<file path="src/rtl/tx_arb_pkg.sv">
// Shared types and constants for the transmit packet arbiter.
//   arb_state_e : arbiter FSM states (IDLE, GNT0, GNT1)
//   PKT_DATA_W  : width of the xge_mac packet data bus
//   PKT_MOD_W   : width of the end-of-frame byte-count field
package tx_arb_pkg;

  typedef enum logic [1:0] {
    IDLE = 2'd0,
    GNT0 = 2'd1,
    GNT1 = 2'd2
  } arb_state_e;

  localparam int PKT_DATA_W = 64;
  localparam int PKT_MOD_W  = 3;

endpackage

</file>
<file path="src/rtl/tx_pkt_arbiter.sv">
// Frame-atomic round-robin arbiter in front of the xge_mac pkt_tx_* port.
// Two packet sources share the interface. A grant is held from sop to eop,
// so frames never interleave. Per-source frame counters and sticky
// protocol-error flags are kept alongside.
//
// Ports
//   clk_156m25, reset_156m25   core clock, synchronous active-high reset
//   srcN_req                   source N has a frame ready (level)
//   srcN_data/val/sop/eop/mod  source N beat
//   srcN_gnt                   source N owns the interface
//   srcN_full                  source N must not assert val
//   pkt_tx_full                backpressure from xge_mac
//   pkt_tx_data/val/sop/eop/mod registered beat toward xge_mac (1-cycle latency)
//   clr_stats                  pulse: clears counters and error flags
//   frm_cnt0/1                 frames forwarded per source (wrapping)
//   proto_err                  sticky protocol-error flag, bit N = source N
module tx_pkt_arbiter
  import tx_arb_pkg::*;
#(
  parameter int CNT_W = 16
) (
  input  logic                  clk_156m25,
  input  logic                  reset_156m25,

  input  logic                  src0_req,
  input  logic [PKT_DATA_W-1:0] src0_data,
  input  logic                  src0_val,
  input  logic                  src0_sop,
  input  logic                  src0_eop,
  input  logic [PKT_MOD_W-1:0]  src0_mod,
  output logic                  src0_gnt,
  output logic                  src0_full,

  input  logic                  src1_req,
  input  logic [PKT_DATA_W-1:0] src1_data,
  input  logic                  src1_val,
  input  logic                  src1_sop,
  input  logic                  src1_eop,
  input  logic [PKT_MOD_W-1:0]  src1_mod,
  output logic                  src1_gnt,
  output logic                  src1_full,

  input  logic                  pkt_tx_full,
  output logic [PKT_DATA_W-1:0] pkt_tx_data,
  output logic                  pkt_tx_val,
  output logic                  pkt_tx_sop,
  output logic                  pkt_tx_eop,
  output logic [PKT_MOD_W-1:0]  pkt_tx_mod,

  input  logic                  clr_stats,
  output logic [CNT_W-1:0]      frm_cnt0,
  output logic [CNT_W-1:0]      frm_cnt1,
  output logic [1:0]            proto_err
);

  // Round-robin pick among requesters; on a tie the source that was not
  // served last wins (last = 1 means source 1 was served last).
  function automatic arb_state_e rr_pick(input logic req0, input logic req1,
                                         input logic last);
    arb_state_e pick;
    if (req0 && req1) pick = last ? GNT0 : GNT1;
    else if (req0)    pick = GNT0;
    else if (req1)    pick = GNT1;
    else              pick = IDLE;
    return pick;
  endfunction

  arb_state_e state_q, state_d;
  logic       last_q, last_d;
  logic       first_q, first_d;       // next accepted beat is the first of this grant
  logic [1:0] in_frame_q, in_frame_d;
  logic [1:0] err_q, err_d;
  logic [CNT_W-1:0] cnt0_q, cnt0_d, cnt1_q, cnt1_d;

  logic                  tx_val_q, tx_val_d;
  logic                  tx_sop_q, tx_sop_d;
  logic                  tx_eop_q, tx_eop_d;
  logic [PKT_DATA_W-1:0] tx_data_q, tx_data_d;
  logic [PKT_MOD_W-1:0]  tx_mod_q, tx_mod_d;

  logic acc0, acc1, acc;
  logic sel_sop, sel_eop;
  logic [PKT_DATA_W-1:0] sel_data;
  logic [PKT_MOD_W-1:0]  sel_mod;
  logic bad0, bad1;

  // FSM: state register
  always_ff @(posedge clk_156m25) begin
    if (reset_156m25) begin
      state_q <= IDLE;
      last_q  <= 1'b1;
    end else begin
      state_q <= state_d;
      last_q  <= last_d;
    end
  end

  // FSM: next state. At frame end the finishing source's own request is
  // ignored, so it can only be re-granted after passing through IDLE.
  always_comb begin
    state_d = state_q;
    last_d  = last_q;
    unique case (state_q)
      IDLE: state_d = rr_pick(src0_req, src1_req, last_q);
      GNT0: if (acc0 && src0_eop) begin
        last_d  = 1'b0;
        state_d = src1_req ? GNT1 : IDLE;
      end
      GNT1: if (acc1 && src1_eop) begin
        last_d  = 1'b1;
        state_d = src0_req ? GNT0 : IDLE;
      end
      default: state_d = IDLE;
    endcase
  end

  // FSM: outputs
  always_comb begin
    src0_gnt  = (state_q == GNT0);
    src1_gnt  = (state_q == GNT1);
    src0_full = ~src0_gnt | pkt_tx_full;
    src1_full = ~src1_gnt | pkt_tx_full;
  end

  // Beat acceptance, source mux, bookkeeping
  always_comb begin
    acc0     = src0_gnt & src0_val & ~pkt_tx_full;
    acc1     = src1_gnt & src1_val & ~pkt_tx_full;
    acc      = acc0 | acc1;
    sel_sop  = acc1 ? src1_sop  : src0_sop;
    sel_eop  = acc1 ? src1_eop  : src0_eop;
    sel_data = acc1 ? src1_data : src0_data;
    sel_mod  = acc1 ? src1_mod  : src0_mod;

    // A beat offered while full is dropped; a missing or repeated sop is
    // flagged but the beat still goes out.
    bad0 = (src0_val & src0_full) | (acc0 & first_q & ~src0_sop) |
           (acc0 & src0_sop & in_frame_q[0]);
    bad1 = (src1_val & src1_full) | (acc1 & first_q & ~src1_sop) |
           (acc1 & src1_sop & in_frame_q[1]);

    if (state_d != IDLE && state_d != state_q) first_d = 1'b1;
    else if (acc)                              first_d = 1'b0;
    else                                       first_d = first_q;

    in_frame_d = in_frame_q;
    if (acc0) in_frame_d[0] = src0_eop ? 1'b0 : (src0_sop | in_frame_q[0]);
    if (acc1) in_frame_d[1] = src1_eop ? 1'b0 : (src1_sop | in_frame_q[1]);

    if (clr_stats) begin
      err_d  = 2'b00;
      cnt0_d = '0;
      cnt1_d = '0;
    end else begin
      err_d  = err_q | {bad1, bad0};
      cnt0_d = cnt0_q + {{(CNT_W-1){1'b0}}, acc0 & src0_eop};
      cnt1_d = cnt1_q + {{(CNT_W-1){1'b0}}, acc1 & src1_eop};
    end

    tx_val_d  = acc;
    tx_sop_d  = acc & sel_sop;
    tx_eop_d  = acc & sel_eop;
    tx_data_d = acc ? sel_data : tx_data_q;
    tx_mod_d  = acc ? sel_mod  : tx_mod_q;
  end

  // Output / stats register stage
  always_ff @(posedge clk_156m25) begin
    if (reset_156m25) begin
      first_q    <= 1'b0;
      in_frame_q <= 2'b00;
      err_q      <= 2'b00;
      cnt0_q     <= '0;
      cnt1_q     <= '0;
      tx_val_q   <= 1'b0;
      tx_sop_q   <= 1'b0;
      tx_eop_q   <= 1'b0;
      tx_data_q  <= '0;
      tx_mod_q   <= '0;
    end else begin
      first_q    <= first_d;
      in_frame_q <= in_frame_d;
      err_q      <= err_d;
      cnt0_q     <= cnt0_d;
      cnt1_q     <= cnt1_d;
      tx_val_q   <= tx_val_d;
      tx_sop_q   <= tx_sop_d;
      tx_eop_q   <= tx_eop_d;
      tx_data_q  <= tx_data_d;
      tx_mod_q   <= tx_mod_d;
    end
  end

  assign pkt_tx_val  = tx_val_q;
  assign pkt_tx_sop  = tx_sop_q;
  assign pkt_tx_eop  = tx_eop_q;
  assign pkt_tx_data = tx_data_q;
  assign pkt_tx_mod  = tx_mod_q;
  assign frm_cnt0    = cnt0_q;
  assign frm_cnt1    = cnt1_q;
  assign proto_err   = err_q;

endmodule

</file>
<file path="config.mk">
export PLATFORM = sky130hd
export DESIGN_NAME = tx_pkt_arbiter
export DESIGN_NICKNAME = d
export VERILOG_FILES = /design/src/rtl/tx_arb_pkg.sv /design/src/rtl/tx_pkt_arbiter.sv
export SDC_FILE = /design/constraint.sdc
export NUM_CORES = 1
export LEC_CHECK = 0
export ABC_AREA = 1
export BUFFER_PORTS_ARGS = -buffer_cell sky130_fd_sc_hd__buf_2
export CELL_PAD_IN_SITES_DETAIL_PLACEMENT = 0
export CELL_PAD_IN_SITES_GLOBAL_PLACEMENT = 1
export CORE_MARGIN = 2
export CORE_UTILIZATION = 31
export CTS_CLUSTER_DIAMETER = 30
export DETAILED_ROUTE_END_ITERATION = 6
export PLACE_DENSITY_LB_ADDON = 0.1
export SYNTH_ARGS = -nofsm -noshare
export SYNTH_HDL_FRONTEND = slang
export SYNTH_SLANG_ARGS = --single-unit
</file>
<file path="constraint.sdc">
create_clock -name clk_156m25 -period 2.4 [get_ports clk_156m25]
set_clock_uncertainty 0.05 [all_clocks]
set_input_delay 0.6 -clock clk_156m25 [delete_from_list [all_inputs] [get_ports clk_156m25]]
set_output_delay 0.6 -clock clk_156m25 [all_outputs]
set_load 0.02 [all_outputs]
</file>
==> results of run 1 <==
==> metal layers <==
metal	vias up	global-route usage [%]	wire, um
li1	2803	-	-
met1	2394	20.6	6430
met2	163	29.1	7320
met3	21	4.51	1100
met4	2	7.45	315
met5	-	0	13
==> worst max-delay path: stages, from the launching register on <==
cell,delay [ns]
dfxtp_1,0.33
inv_1,0.09
ha_1,0.23
nand3_1,0.11
nor2_1,0.15
ha_1,0.20
nand3_1,0.12
buf_4,0.17
nor2_1,0.15
nand3_1,0.11
or2_2,0.28
a21oi_1,0.12
==> cells by family after synthesis <==
family                     after synthesis  synth area share [%]
and+or+nand+nor                        320                  25.9
AOI/OAI and AO/OA                      188                  19.7
DFF                                    110                  44.5
buffers and inverters                   84                  7.84
adders and majority gates                8                  2.02
==> synth_stat cells, drive strengths merged, types with 2 or more instances <==
cell,instances
buf,21
o21ai,85
inv,44
nand3,16
dfxtp,110
a21oi,92
nor2,169
a31oi,2
or2,2
clkbuf,19
nand3b,2
nor3,11
ha,8
nand2,115
nand4,3
o21a,5
==> how the worst max path moves through the flow <==
stage,slack (ns),from,end,depth (start not counted)
5_1_grt,0.004,state_q[0],frm_cnt1[12],13
6_report,0.24,state_q[1],frm_cnt0[15],11
4_1_cts,0.12,state_q[0],frm_cnt0[12],12
2_1_floorplan,0.04,state_q[0],frm_cnt1[12],13
3_3_place_gp,0.04,pkt_tx_full,frm_cnt1[13],14
3_5_place_dp,0.02,pkt_tx_full,frm_cnt1[12],13
==> layout make-up <==
type / count / area, um2 / share of cell area (%)
Clock buffer: 13 / 270 / 3.96
Antenna cell: 3 / 7.51 / 0.110
Clock inverter: 3 / 65.1 / 0.952
Multi-Input combinational cell: 516 / 2390 / 34.9
Tap cell: 216 / 270 / 3.96
Timing Repair Buffer: 274 / 1460 / 21.4
Sequential cell: 110 / 2200 / 32.3
Inverter: 44 / 166 / 2.44
==> sequential cells by signal (all words and copies together), names as in the netlist, 2 cells and up <==
register / count
frm_cnt1: 16
proto_err: 2
pkt_tx_mod: 3
state_q: 2
pkt_tx_data: 64
frm_cnt0: 16
in_frame_q: 2
==> repair_timing <==
item                       CTS  global route
resized for setup            0            10
setup endpoints to repair    0            12
hold buffers                 0             0
==> power by group through the flow <==
| stage | clock, mW | combinational [mW] | sequential [mW] |
|---|---|---|---|
| floorplan | 0 | 0.258 | 2.01 |
| global placement | 0 | 0.547 | 1.96 |
| detailed placement | 0 | 0.551 | 1.96 |
| CTS | 1.73 | 0.553 | 1.92 |
| global route | 1.80 | 0.609 | 1.92 |
| finish | 1.66 | 0.545 | 1.92 |
==> flow_summary.json, run 1 <==
{
  "crit_type": "reg -> reg",
  "final_common_cell": "buf_2",
  "drt_iter0_drc": 192,
  "drtPass1Iterations": 6,
  "path_clk_slew_ns": 0.07,
  "gr-total-overflow": 0,
  "grt_pass1_vias": 4847,
  "area_growth_pct": 38.1,
  "clock.fmax_mhz": 464,
  "post-cts-setup-buffer-count": 0,
  "wl_per_cell_um": 12.9,
  "p_per_area_nw_per_um2": 604,
  "syn-cell-area_um2": 4950,
  "syn-num-nets": 864,
  "layout_common_cells": "buf_2 (253), nor2_1 (163), nand2_1 (115)",
  "grt_usage_pct": 17.2,
  "grt_max_degree": 77,
  "hold_viol_final": 0,
  "synth_edf_count": 0,
  "final_util_pct": 43.5,
  "grt_pass1_wl_um": 23200,
  "peakVddDrop_uv": 302,
  "ff2ff_setup_slack_ns": 0.24,
  "rsz0062_at_grt": "no",
  "clk_latency_ns": 0.34,
  "nFillCells": 1667,
  "finalCriticalPeriod_ns": 2.16,
  "synth-seq-area-share_pct": 44.5,
  "avgSynthCellArea_um2": 6.97,
  "drive_gt1_share_pct": 31.9,
  "routabilityCongestion": 0.861,
  "start_util_pct": 31.5,
  "critical_path_required_ns": 2.62,
  "num_io_pins": 254,
  "dp_worst_setup_slack_ns": 0.0153,
  "drc": 0,
  "htreeDepth": 3,
  "yosys_warnings": 0,
  "fin_area_um2": 6830,
  "rows": 46,
  "maxSlewViolCount": 0,
  "synth_cell_types": 30,
  "synthCells": 710,
  "viasPerCell": 4.57,
  "dp_cells": 1160,
  "synth-main-ff-cell": "dfxtp_1",
  "fp.dieArea_um2": 17000,
  "cts_sinks": 110,
  "setup_viol": 0,
  "cp.arrival_ns": 2.38,
  "dieHeight_um": 130,
  "r2r-start": "state_q[1]",
  "max_slew.worst_pin.slew_ns": 0.543,
  "hp-class": "reg -> reg",
  "maxCapViolations": 0,
  "die_x_um": 130,
  "p_leak_nw": 3.09,
  "fin_hold_ws_ns": 0.408,
  "placed_cell_area_um2": 6460,
  "fin_ws_ns": 0.244,
  "holdPathStages": 2,
  "reg2regPathDepth": 11,
  "timing.rr.end": "frm_cnt0[15]",
  "yosys-top-cells-area": "dfxtp_1 (45%), nor2_1 (13%), a21oi_1 (9.3%), nand2_1 (8.7%), o21ai_0 (7.0%)",
  "switching_share_pct": 24.5,
  "maxSlewHeadroom_pct": 63.7,
  "fin_tns_setup_ns": 0,
  "dpl.hpwl_um": 11200,
  "cts_inserted_buffers": 9,
  "fin_crit_sh_pct": 89.8,
  "critPathLaunchType": "flip-flop",
  "p_total_mw": 4.12,
  "clockRootBuffer": "clkbuf_16",
  "p_seq_share_pct": 46.5,
  "holdPathEnd": "frm_cnt1[12]",
  "pwr-share-clk_pct": 40.3,
  "path_max_fanout": 5,
  "design.core.area_um2": 15700,
  "cts_tree": "done",
  "worstSetupEndpointType": "flip-flop",
  "synth_top_area_share_pct": 44.5,
  "antenna_found_initial": 2,
  "status": "finished clean",
  "yosys.area.top_type": "dfxtp_1",
  "ys_ff_latch": 110,
  "async_flop_share_pct": 0,
  "finalWirelength_um": 15200,
  "detail-route-antenna-nets": 0,
  "power.net_switching_mw": 1.01,
  "p_int_mw": 3.11,
  "combPwrFrac_pct": 13.2,
  "port-buffer-count": 253,
  "num_vias": 5383,
  "final_cells": 1179,
  "cts_buffer_depth": 2,
  "min_from": "frm_cnt1[12]",
  "nets": 1109
}
Note: power is estimated with default switching activity, not from simulation.
==> run 2, diff against run 1 <==
--- a/config.mk
+++ b/config.mk
@@ -6,7 +6,7 @@
 export NUM_CORES = 1
 export LEC_CHECK = 0
 export ABC_AREA = 1
-export BUFFER_PORTS_ARGS = -buffer_cell sky130_fd_sc_hd__buf_2
+export BUFFER_PORTS_ARGS = -buffer_cell sky130_fd_sc_hd__clkbuf_2
 export CELL_PAD_IN_SITES_DETAIL_PLACEMENT = 0
 export CELL_PAD_IN_SITES_GLOBAL_PLACEMENT = 1
 export CORE_MARGIN = 2
==> run 2 against run 1 <==
Against the previous run: worst setup slack lost 0.026 ns; clock power shrank 5%; critical path depth grew 2; largest cell class unchanged.
==> flow_summary.json, run 2 (synthesized netlist as in run 1, its figures left out) <==
{
  "status": "finished clean",
  "min_from": "in_frame_q[1]",
  "maxCapViolations": 0,
  "final_common_cell": "clkbuf_2",
  "area_growth_pct": 37.1,
  "hp-class": "reg -> reg",
  "maxSlewViolCount": 0,
  "reg2regPathDepth": 13,
  "dp_cells": 1159,
  "placed_cell_area_um2": 6440,
  "ff2ff_setup_slack_ns": 0.22,
  "fp.dieArea_um2": 17000,
  "crit_slowest_cell": "dfxtp_2",
  "nFillCells": 1729,
  "holdPathEnd": "in_frame_q[1]",
  "cp_num_buf_inv": 3,
  "crit_family": "simple AND/OR/NAND/NOR gates",
  "cts_buffer_depth": 2,
  "cpPeakStageDelay_ns": 0.35,
  "grt_pass1_vias": 4849,
  "p_per_area_nw_per_um2": 593,
  "num_io_pins": 254,
  "grt_pass1_wl_um": 23000,
  "detail-route-antenna-nets": 0,
  "p_total_mw": 4.03,
  "critical_path_required_ns": 2.59,
  "path_max_fanout": 6,
  "largest_reg_flops": 64,
  "antenna_cells": 0,
  "gr-total-overflow": 0,
  "maxSlewHeadroom_pct": 62.6,
  "fin_ws_ns": 0.218,
  "design.core.area_um2": 15700,
  "dieHeight_um": 130,
  "cts_tree": "done",
  "grt_max_degree": 77,
  "layout_common_cells": "clkbuf_2 (253), nor2_1 (165), nand2_1 (115)",
  "max_slew.worst_pin.slew_ns": 0.561,
  "fin_area_um2": 6780,
  "finalWirelength_um": 15100,
  "clock.fmax_mhz": 458,
  "wl_per_cell_um": 12.8,
  "port-buffer-count": 253,
  "dpl.hpwl_um": 11400,
  "routabilityCongestion": 0.867,
  "die_x_um": 130,
  "path_cells": "inv_1, ha_1, nand4_1, inv_1, ha_1, ha_1, nand2_1, nor2_1, nand4_1, nor2_1, inv_1, o21ai_0, a21oi_1",
  "viasPerCell": 4.53,
  "path_clk_slew_ns": 0.08,
  "clockRootBuffer": "clkbuf_16",
  "finalCriticalPeriod_ns": 2.18,
  "fin_crit_sh_pct": 90.9,
  "cp.arrival_ns": 2.37,
  "p_leak_nw": 3.01,
  "fin_hold_ws_ns": 0.412,
  "hold_viol_final": 0,
  "nets": 1108,
  "dp_worst_setup_slack_ns": 0.0649,
  "worstSetupEndpointType": "flip-flop",
  "setup_viol": 0,
  "r2r-start": "state_q[0]",
  "critPathLaunchType": "flip-flop",
  "final_util_pct": 43.2,
  "crit_type": "reg -> reg",
  "grt_usage_pct": 17.0,
  "holdPathStages": 2,
  "num_vias": 5323,
  "htreeDepth": 3,
  "cts_sinks": 110,
  "clk_latency_ns": 0.34,
  "timing.rr.end": "frm_cnt1[12]",
  "final_cells": 1175,
  "drt_iter0_drc": 199,
  "cts_hold_buf": 0,
  "cts_inserted_buffers": 9,
  "drc": 0,
  "rows": 46,
  "post-cts-setup-buffer-count": 0,
  "antenna_found_initial": 1,
  "start_util_pct": 31.5,
  "fin_tns_setup_ns": 0,
  "drive_gt1_share_pct": 31.7,
  "peakVddDrop_uv": 308,
  "drtPass1Iterations": 4
}
==> run 2: power breakdown <==
part / total [mW] / switching, mW / internal (mW)
clock: 1.57 / 0.690 / 0.877
combinational: 0.541 / 0.315 / 0.226
sequential: 1.92 / 0.0343 / 1.88
total: 4.03 / 1.04 / 2.99
==> run 2: area by class of cell <==
| class | instances | area, um2 | area share (%) |
|---|---|---|---|
| sequential | 110 | 2200 | 32.5 |
| clock inverter | 5 | 63.8 | 0.941 |
| clock buffer | 11 | 253 | 3.73 |
| multi-input combinational | 516 | 2380 | 35.2 |
| tap | 216 | 270 | 3.98 |
| timing repair buffer | 273 | 1440 | 21.3 |
| inverter | 44 | 166 | 2.45 |
==> run 2: worst max path at each step <==
stage,to,cells past startpoint,slack (ns),from
after floorplan,frm_cnt1[12],13,0.04,state_q[0]
after global routing,frm_cnt1[13],14,-0.000001,state_q[0]
after CTS,frm_cnt0[12],12,0.14,state_q[0]
final,frm_cnt1[12],13,0.22,state_q[0]
after global placement,frm_cnt1[13],14,0.07,pkt_tx_full
after detailed placement,frm_cnt1[13],14,0.06,pkt_tx_full
==> run 2: worst register-to-register path: cells and delay by family (launching register included) <==
family | cells | cell delay [ns]
compound gates | 2 | 0.20
flops | 1 | 0.35
buf+inv | 3 | 0.29
simple gates | 5 | 0.69
fa+ha+maj | 3 | 0.51
==> run 2: timing repair <==
item                                   in CTS  in global routing
endpoints found under the hold margin       0                  0
setup endpoints to repair                   0                  9
gates resized for setup                     0                  9
==> run 2: per-layer routing <==
layer  GRT usage [%]  vias up  wire length [um]
li1                -     2790                 -
met1            20.2     2373              6390
met2            29.8      148              7310
met3            4.72       12              1150
met4            5.51        0               217
met5               0        -                 0
